`src/rtl/ifetch_queue.sv`:
```
// Instruction fetch queue: issues in-order fetches for the PC, pairs responses with their PCs,
// and hands (pc, instr) to decode. Optional same-cycle response bypass enabled by IFQ_BYPASS_EN.
module ifetch_queue #(
    parameter int DEPTH = 4
) (
    input  logic        clk,
    input  logic        resetn,
    input  logic [31:0] pc,
    output logic        pc_stay,
    output logic        imem_req_valid,
    output logic [31:0] imem_req_addr,
    input  logic        imem_req_ready,
    input  logic        imem_rsp_valid,
    input  logic [31:0] imem_rsp_data,
    input  logic        redirect,
    output logic        id_valid,
    output logic [31:0] id_pc,
    output logic [31:0] id_instr,
    input  logic        id_ready
);

    localparam int AW = $clog2(DEPTH);
    localparam int PW = AW + 1;

    logic          resetn_q;
    logic [PW-1:0] wr_ptr;
    logic [PW-1:0] fill_ptr;
    logic [PW-1:0] rd_ptr;
    logic [PW-1:0] drop_cnt;
    logic [PW-1:0] count;
    logic [PW-1:0] outstanding;
    logic [AW-1:0] wr_idx;
    logic [AW-1:0] fill_idx;
    logic [AW-1:0] rd_idx;

    logic [31:0]      pc_mem    [DEPTH];
    logic [31:0]      instr_mem [DEPTH];
    logic [DEPTH-1:0] filled;

    logic req_fire;
    logic rsp_fill;
    logic bypass_hit;
    logic pop;

    assign count       = wr_ptr - rd_ptr;
    assign outstanding = wr_ptr - fill_ptr;
    assign wr_idx      = wr_ptr[AW-1:0];
    assign fill_idx    = fill_ptr[AW-1:0];
    assign rd_idx      = rd_ptr[AW-1:0];

    // No new fetches while stale responses from before a redirect are still in flight.
    assign imem_req_valid = resetn & resetn_q & ~redirect & (count < PW'(DEPTH)) & (drop_cnt == '0);
    assign imem_req_addr  = pc;
    assign req_fire       = imem_req_valid & imem_req_ready;
    assign pc_stay        = ~req_fire & ~redirect;
    assign rsp_fill       = imem_rsp_valid & (drop_cnt == '0);

    always_comb begin
        bypass_hit = 1'b0;
        id_pc      = pc_mem[rd_idx];
        id_instr   = instr_mem[rd_idx];
`ifdef IFQ_BYPASS_EN
        // A response landing in the unfilled head goes straight to decode this cycle.
        bypass_hit = rsp_fill & ~redirect & (count != '0) & (fill_ptr == rd_ptr);
        if (bypass_hit) begin
            id_instr = imem_rsp_data;
        end
`endif
        id_valid = ~redirect & (count != '0) & (filled[rd_idx] | bypass_hit);
    end

    assign pop = id_valid & id_ready;

    always_ff @(posedge clk) begin
        if (!resetn) begin
            resetn_q <= 1'b0;
            wr_ptr   <= '0;
            fill_ptr <= '0;
            rd_ptr   <= '0;
            drop_cnt <= '0;
            filled   <= '0;
            for (int i = 0; i < DEPTH; i++) begin
                pc_mem[i]    <= '0;
                instr_mem[i] <= '0;
            end
        end else begin
            resetn_q <= 1'b1;
            if (redirect) begin
                // Everything still in flight becomes stale, including a response arriving now.
                rd_ptr   <= wr_ptr;
                fill_ptr <= wr_ptr;
                filled   <= '0;
                drop_cnt <= drop_cnt + outstanding - PW'(imem_rsp_valid);
            end else begin
                if (req_fire) begin
                    pc_mem[wr_idx] <= pc;
                    filled[wr_idx] <= 1'b0;
                    wr_ptr         <= wr_ptr + PW'(1);
                end
                if (imem_rsp_valid) begin
                    if (drop_cnt != '0) begin
                        drop_cnt <= drop_cnt - PW'(1);
                    end else begin
                        instr_mem[fill_idx] <= imem_rsp_data;
                        filled[fill_idx]    <= 1'b1;
                        fill_ptr            <= fill_ptr + PW'(1);
                    end
                end
                // Placed after the fill so a bypassed pop leaves the entry unfilled.
                if (pop) begin
                    rd_ptr         <= rd_ptr + PW'(1);
                    filled[rd_idx] <= 1'b0;
                end
            end
        end
    end

endmodule

```
`config.mk`:
```
export PLATFORM = sky130hd
export DESIGN_NAME = ifetch_queue
export DESIGN_NICKNAME = d
export VERILOG_FILES = /design/src/rtl/ifetch_queue.sv
export SDC_FILE = /design/constraint.sdc
export NUM_CORES = 1
export LEC_CHECK = 0
export BUFFER_PORTS_ARGS = -buffer_cell sky130_fd_sc_hd__buf_2
export CAP_MARGIN = 20
export CORE_MARGIN = 2
export CORE_UTILIZATION = 40
export CTS_BUF_LIST = sky130_fd_sc_hd__clkbuf_4 sky130_fd_sc_hd__clkbuf_8
export CTS_CLUSTER_SIZE = 24
export DETAILED_ROUTE_END_ITERATION = 8
export PLACE_DENSITY = 0.63
export SLEW_MARGIN = 20
export SYNTH_ARGS = -nofsm -noshare
export SYNTH_HDL_FRONTEND = slang
export SYNTH_SLANG_ARGS = --single-unit
```
`constraint.sdc`:
```
create_clock -name clk -period 7 [get_ports clk]
set_input_delay 1.4 -clock clk [delete_from_list [all_inputs] [get_ports clk]]
set_output_delay 1.4 -clock clk [all_outputs]
set_load 0.005 [all_outputs]
```
## After elaboration in Yosys (flattened, before gate mapping)

Memories as Yosys holds them, arrays and structs flattened. A register that Yosys moved wholly into a read port is not among the register bits.
Cells that the tools add are included.

| cells by class | value |
|---|---|
| multiply operators | 0 |
| div/mod/pow operators | 0 |
| reductions and logical operators | 15 |
| shift-type cells | 0 |
| magnitude comparators | 7 |
| mux-type cells | 45 |
| bitwise operators | 17 |
| add/sub/neg operators | 8 |
| equality and inequality tests | 1 |

Operators by type and width:

| kind | count |
|---|---|
| 32-bit two-way mux | 2 |
| 32-bit OR reduction | 2 |
| 4-bit two-way mux | 8 |
| 3-bit two-way mux | 8 |
| 1-bit two-way mux | 17 |
| 2-bit two-way mux | 6 |
| 3-bit by 1-bit adder with 3-bit output (second input constant) | 3 |
| 1-bit AND | 9 |
| 2-bit by 3-bit less-than comparator with 1-bit output (second input constant) | 3 |
| 4-bit AND | 2 |
| 4-bit NOT | 2 |
| 1-bit demux with 2-bit select | 3 |
| 2-bit by 1-bit >= comparator with 1-bit output (second input constant) | 3 |
| 2-bit AND reduction | 3 |
| 2-bit nonzero test | 3 |
| 3-bit nonzero test | 2 |
| 3-bit subtractor | 2 |
| 4-bit OR | 1 |
| 3-bit adder | 1 |
| 1-bit logical AND | 3 |
| 3-bit zero test | 1 |
| 3-bit less-than comparator (second input constant) | 1 |
| 1-bit NOT | 3 |
| 3-bit by 1-bit subtractor with 3-bit output | 1 |
| other kinds (4) | 4 |

| storage, ports and cells | value |
|---|---|
| word-level logic and storage cells | 101 |
| register bits after elaboration | 17 |
| memory bits (read-only) | 0 |
| output and inout port bits | 99 |
| latch bits | 0 |
| memories | 2 |
| bits in writable memories | 256 |
| bits of input ports | 70 |

Memories:

| memory | words | bits a word | rd ports | clocked after memory_dff | write ports | line | text |
|---|---|---|---|---|---|---|---|
| instr_mem | 4 | 32 | 1 | 1 | 4 | 37 | `logic [31:0] instr_mem [DEPTH];` |
| pc_mem | 4 | 32 | 1 | 1 | 4 | 36 | `logic [31:0] pc_mem [DEPTH];` |

## Logic depth before layout (Yosys ltp)

Gate-level depths: netlist of run 1.

| depth | value |
|---|---|
| word-level depth | 16 |
| depth in mapped cells | 12 |
| gate-level depth less buffers | 12 |

## Worst setup path before layout of run 1

OpenSTA, ideal clock, no wires.

| timing path | value |
|---|---|
| path kind | input-to-reg |
| start point | input imem_rsp_valid |
| end point | memory instr_mem[3][0] (enable) |
| buffers on the path | 0 |
| required time | 6489 ps |
| setup slack | 1371 ps |
| stages on the path | 3 |
| library setup time | 511 ps |
| data arrival time | 5119 ps |
| cells stage by stage | inv_1 or2_2 o41ai_1 |

RTL lines:

| what | line | text |
|---|---|---|
| from (decl) | 13 | `input logic imem_rsp_valid,` |
| to (decl) | 37 |  |

## Worst setup path in the final report of run 1

| timing path | value |
|---|---|
| start point | register wr_ptr[1] |
| end point | output pc_stay |

| between the ends | value |
|---|---|
| longest elaborated chain between the ends | 7 |

RTL lines:

| what | line | text |
|---|---|---|
| from (decl) | 26 | `logic [PW-1:0] wr_ptr;` |
| from (signal assigned) | 98 | `wr_ptr <= wr_ptr + PW'(1);` |
| 3-bit subtractor | 45 | `assign count = wr_ptr - rd_ptr;` |
| 3-bit less-than comparator | 52 | `assign imem_req_valid = resetn & resetn_q & ~redirect & (count < PW'(DEPTH)) & (drop_cnt == '0);` |
| 1-bit AND (2 in a row) | 52 |  |
| 1-bit AND | 54 | `assign req_fire = imem_req_valid & imem_req_ready;` |
| 1-bit NOT | 55 | `assign pc_stay = ~req_fire & ~redirect;` |
| 1-bit AND | 55 |  |
| to (decl) | 9 | `output logic pc_stay,` |

Every way passes these cells.

==> results.sh, run 1 <==
export IMPL_synth_seq_cells=275
export IMPL_clock_sinks=275
export IMPL_final_cell_mix="and2_1 (257), edfxtp_1 (256), buf_2 (168)"
export IMPL_track_usage=0.162
export IMPL_arrival_ps=3060
export IMPL_crit_path_end_kind="primary output"
export IMPL_dp_hpwl_um=15200
export IMPL_holdBufCountCts=0
export IMPL_clkTransAtPathRegs_ps=60
export IMPL_io_pins=169
export IMPL_finalSetupViolCount=0
export IMPL_syn_inst=790
export IMPL_grt_max_degree=65
export IMPL_synth_edf_count=256
export IMPL_crit_path_start_kind="flip-flop"
export IMPL_drt_iter0_markers=470
export IMPL_synth_fa_ha_area_frac=0.0239
export IMPL_design_die_area_um2=32800
export IMPL_fillCellCount=2744
export IMPL_grt_pass1_wl_um=40700
export IMPL_grt_setup_unrepaired="false"
export IMPL_final_common_cell="and2_1"
export IMPL_fin_crit_sh=0.637
export IMPL_ys_flop_type="edfxtp_1"
export IMPL_root_buffer="clkbuf_8"
export IMPL_clockBufferDepth=3
export IMPL_skew_ps=18.0
export IMPL_holdPathStages=2
export IMPL_cap_viol_max_count=0
export IMPL_drtAntennaViolNets=0
export IMPL_slowest_delay_ps=560
export IMPL_min_period_ps=4460
export IMPL_wl_per_cell_um=19.0
export IMPL_netlist_area_um2=12500
export IMPL_cts_tree="built"
export IMPL_cp_num_cells=7
export IMPL_drt_first_pass_iters=4
export IMPL_h_tree_depth=2
export IMPL_hold_path_class="reg -> reg"
export IMPL_row_count=64
export IMPL_critical_path_top_delay_family="buffers and inverters"
export IMPL_crit_fanout=43
export IMPL_yosys_warnings=0
export IMPL_synth_nets=881
export IMPL_seq_area_frac_synth=0.643
export IMPL_yosysUniqueCellTypes=45
export IMPL_grt_overflow=0
export IMPL_slew_headroom=0.327
export IMPL_ir_drop_mv=0.132
export IMPL_area_growth_pct=15.1
export IMPL_crit_buf_inv=3
export IMPL_synth_top_family_by_area="simple AND/OR/NAND/NOR gates"
export IMPL_vias=6742
export IMPL_setup_tns_ps=0
export IMPL_avgViaCountPerCell=4.94
export IMPL_grt_pass1_vias=7128
export IMPL_routabilityCongestion=0.748
export IMPL_tightestPinTransition_ps=1010
export IMPL_yosys_area_share_simple=0.150
export IMPL_num_antenna_cells=0
export IMPL_ctsResizeCount=0
export IMPL_hold_viol_final=0
export IMPL_slew_viol_final=0
export IMPL_synth_xor_area_share=0.00758
export IMPL_crit_required_ps=5600
export IMPL_p_per_area_nw_per_um2=251
export IMPL_avgSynthCellArea_um2=15.9
export IMPL_worst_hold_slack_ps=479
export IMPL_max_freq_mhz=224
export IMPL_synth_compound_area_share=0.0154
export IMPL_core_um2=30700
export IMPL_crit_chain="inv_1, fa_1, xor3_2, nor4_4, buf_4, nor2_1, buf_2"
export IMPL_crit_type="reg -> out"
export IMPL_die_x_um=181
export IMPL_final_nets=1032
export IMPL_ys_async_sr_fraction=0
export IMPL_die_h_um=181
export IMPL_outcome="completed"
export IMPL_clock_latency_ps=540
export IMPL_layout_drive_gt1_share=0.347
export IMPL_rr_worst_depth=7
export IMPL_cts_setup_buffers=0
export IMPL_power_leakage_uw=0.00554
export IMPL_antenna_found_initial=2
export IMPL_detail_route_wirelength_um=25900
export IMPL_cpMaxStageDelayCell="dfxtp_1"
export IMPL_initial_core_util=0.408
export IMPL_port_buffers=168
export IMPL_drc_errors=0
export IMPL_cts_buffers_inserted=46
export IMPL_synth_area_mux_share=0.117
-- flip-flops by register name, summed over array words and instances (netlist names), named ones only --
signal,count
instr_mem,128
pc_mem,128
filled,4
drop_cnt,3
fill_ptr,3
rd_ptr,3
wr_ptr,3
resetn_q,1
-- report_power, final --
group	switching (µW)	internal [µW]	total, µW
clock network	602	784	1390
logic	177	147	324
registers	36.3	1880	1920
total	815	2810	3630
-- per-layer routing --
layer / vias to the layer above / part of all wire / GRT usage
li1: 3151 / - / -
met1: 3366 / 0.42 / 0.211
met2: 170 / 0.50 / 0.271
met3: 51 / 0.053 / 0.0347
met4: 4 / 0.025 / 0.0540
met5: - / 0.00077 / 0
-- worst reg2reg max path, delay by kind of cell, from the launching register on --
family / cells / cell delay [ps]
flip-flops: 1 / 560
AND/OR/NAND/NOR: 3 / 1490
adder cells (fa/ha/maj): 1 / 490
XOR/XNOR: 1 / 280
buffers and inverters: 2 / 760
-- synth_stat cells (all sizes together), types with 2 or more instances --
library cell  instances  area (µm²)
ha                   16         200
xor2                  2        17.5
clkbuf               24        91.3
nand2                16        67.6
fa                    5         100
a22oi                 4        30.0
nor3                  2        10.0
xnor2                 6        52.6
nand2b                5        31.3
o21ai                 6        30.0
nor2                 10        52.6
a21oi                 4        20.0
nor4                  4        58.8
edfxtp              256        7690
a211oi                5        37.5
mux4                 65        1460
nand3b                2        15.0
inv                  14        52.6
dfxtp                19         380
buf                  51         390
and2                257        1610
-- final cells by class --
class                   count  area [µm²]  share of cell area
clock buffers              70         826              0.0572
multi-input cells         425        4010               0.278
clock inverters             7        63.8             0.00442
repair buffers            178         916              0.0634
inverters                  15        56.3             0.00390
flip-flops and latches    275        8080               0.559
well taps                 396         495              0.0343
-- worst paths after layout --
path,start,to,slack (ps)
setup / recovery,wr_ptr[1],pc_stay,2540
hold / removal,filled[3],filled[3],480
setup reg to reg,wr_ptr[1],pc_mem[1][25],2990
hold reg to reg,filled[3],filled[3],480
-- metrics by stage --
step                setup WS [ps]  power, µW  std cells  instance area (µm²)   util
detailed placement           2700       2280       1289                13600  0.441
CTS                          2480       3680       1366                14400  0.470
global route                 2270       3790       1366                14400  0.470
floorplan                    1370       2150        790                12500      -
finish                       2540       3630       1366                14400  0.470
global placement             2770       2280       1289                13600  0.441
-- kinds of logic after synthesis --
logic type      count (synthesis)
compound gates                 28
xor+xnor                        9
fa+ha+maj                      21
buf+inv                        90
flops                         275
mux                            66
simple gates                  301
(Power assumes the default switching activity.)
==> run 2: changes to the inputs <==
Settings changed: PLACE_DENSITY 0.63 to 0.65.
Clock period 7 ns to 3.6 ns, I/O delays scaled along.
==> run 2 against run 1 <==
Compared with the run above: worst setup slack got worse by 2200 ps; combinational power rose by 110%; non-clock buffer count rose by 17; largest power group unchanged.
==> results.sh, run 2 (synthesis gave the netlist of run 1 again) <==
export IMPL_layout_drive_gt1_share=0.354
export IMPL_finalSetupViolCount=0
export IMPL_instances_no_fill=1390
export IMPL_fin_crit_sh=0.901
export IMPL_min_delay_start="filled[3]"
export IMPL_arrival_ps=2520
export IMPL_holdPathEnd="filled[3]"
export IMPL_crit_fanout=6
export IMPL_clock_sinks=275
export IMPL_cap_viol_max_count=0
export IMPL_initial_core_util=0.408
export IMPL_crit_type="reg -> out"
export IMPL_power_leakage_uw=0.00568
export IMPL_final_common_cell="and2_1"
export IMPL_holdPathStages=2
export IMPL_ir_drop_mv=0.363
export IMPL_io_pins=169
export IMPL_hold_viol_final=0
export IMPL_root_buffer="clkbuf_8"
export IMPL_routabilityCongestion=0.731
export IMPL_track_usage=0.164
export IMPL_reg2reg_setup_slack_ps=390
export IMPL_place_ws_ps=266
export IMPL_cts_setup_buffers=0
export IMPL_drtAntennaViolNets=0
export IMPL_rr_worst_depth=12
export IMPL_grt_pass1_vias=7611
export IMPL_skew_ps=18.6
export IMPL_clock_latency_ps=540
export IMPL_reg2reg_to="drop_cnt[2]"
export IMPL_die_h_um=181
export IMPL_row_count=64
export IMPL_wl_per_cell_um=19.1
export IMPL_dp_hpwl_um=15800
export IMPL_antenna_found_initial=2
export IMPL_cts_buffers_inserted=46
export IMPL_reg_top3="instr_mem (128), pc_mem (128), filled (4)"
export IMPL_setup_slack_ps=356
export IMPL_grt_pass1_wl_um=41900
export IMPL_grt_overflow=0
export IMPL_h_tree_depth=2
export IMPL_crit_required_ps=2880
export IMPL_clockBufferDepth=3
export IMPL_holdBufCountCts=0
export IMPL_crit_path_end_kind="primary output"
export IMPL_cts_tree="built"
export IMPL_drt_first_pass_iters=4
export IMPL_slew_headroom=0.612
export IMPL_design_die_area_um2=32800
export IMPL_ctsResizeCount=0
export IMPL_drt_iter0_markers=360
export IMPL_die_x_um=181
export IMPL_clkTransAtPathRegs_ps=60
export IMPL_dp_cells=1303
export IMPL_r2r_start="fill_ptr[0]"
export IMPL_slew_viol_final=0
export IMPL_max_freq_mhz=308
export IMPL_grt_max_degree=34
export IMPL_final_cell_mix="and2_1 (257), edfxtp_1 (256), buf_2 (168)"
export IMPL_tightestPinTransition_ps=582
export IMPL_startpoint="wr_ptr[0]"
export IMPL_final_nets=1049
export IMPL_detail_route_wirelength_um=26500
export IMPL_port_buffers=168
export IMPL_core_um2=30700
export IMPL_outcome="completed"
export IMPL_p_per_area_nw_per_um2=482
export IMPL_min_period_ps=3240
export IMPL_crit_path_start_kind="flip-flop"
export IMPL_area_growth_pct=17.2
export IMPL_drc_errors=0
export IMPL_grt_setup_unrepaired="false"
export IMPL_hold_path_class="reg -> reg"
export IMPL_avgViaCountPerCell=4.92
export IMPL_vias=6843
==> run 2: routing by layer <==
| metal | vias up | global-route usage | share of wire |
|---|---|---|---|
| met1 | 3457 | 0.201 | 0.41 |
| met4 | 0 | 0.0520 | 0.024 |
| met2 | 146 | 0.294 | 0.52 |
| li1 | 3192 | - | - |
| met3 | 48 | 0.0296 | 0.041 |
| met5 | - | 0 | 0 |
==> run 2: final cells by class <==
type / count / area [µm²]
sequential: 275 / 8080
tap: 396 / 495
inverter: 15 / 56.3
clock inverter: 15 / 86.3
clock buffer: 67 / 810
timing repair buffer: 195 / 1160
fill: 2703 / 16000
multi-input combinational: 425 / 4020
antenna: 2 / 5.00
==> run 2: how the worst max path moves through the flow <==
stage | slack, ps | cells past startpoint | end
5_1_grt | 190 | 8 | pc_stay
3_5_place_dp | 270 | 13 | drop_cnt[2]
3_3_place_gp | 280 | 13 | drop_cnt[2]
6_report | 360 | 8 | pc_stay
2_1_floorplan | -1140 | 7 | pc_mem[0][0]
4_1_cts | 160 | 7 | pc_stay
==> run 2: worst max-delay path: stages, from the launching register on <==
cell and delay, ps:
dfxtp_1 320, inv_1 110, ha_1 230, fa_1 390
xor3_2 300, nor4_4 280, buf_4 180, nor2_1 40
buf_2 130
==> run 2: report_power, final <==
group / switching (µW) / internal [µW]
clock: 1190 / 1510
sequential: 60.5 / 3660
combinational: 366 / 308
total: 1620 / 5470
==> run 2: per-stage QoR <==
| stage | cell area [µm²] | hold WS [ps] | power, µW | setup TNS [ps] | util |
|---|---|---|---|---|---|
| 6_report | 14700 | 484 | 7090 | 0 | 0.478 |
| 5_1_grt | 14700 | 468 | 7380 | 0 | 0.478 |
| 4_1_cts | 14700 | 454 | 7170 | 0 | 0.477 |
| 3_5_place_dp | 13800 | 488 | 4470 | 0 | 0.448 |
| 3_3_place_gp | 13800 | 463 | 4460 | 0 | 0.448 |
| 2_1_floorplan | 12600 | 450 | 4170 | -72700 | - |
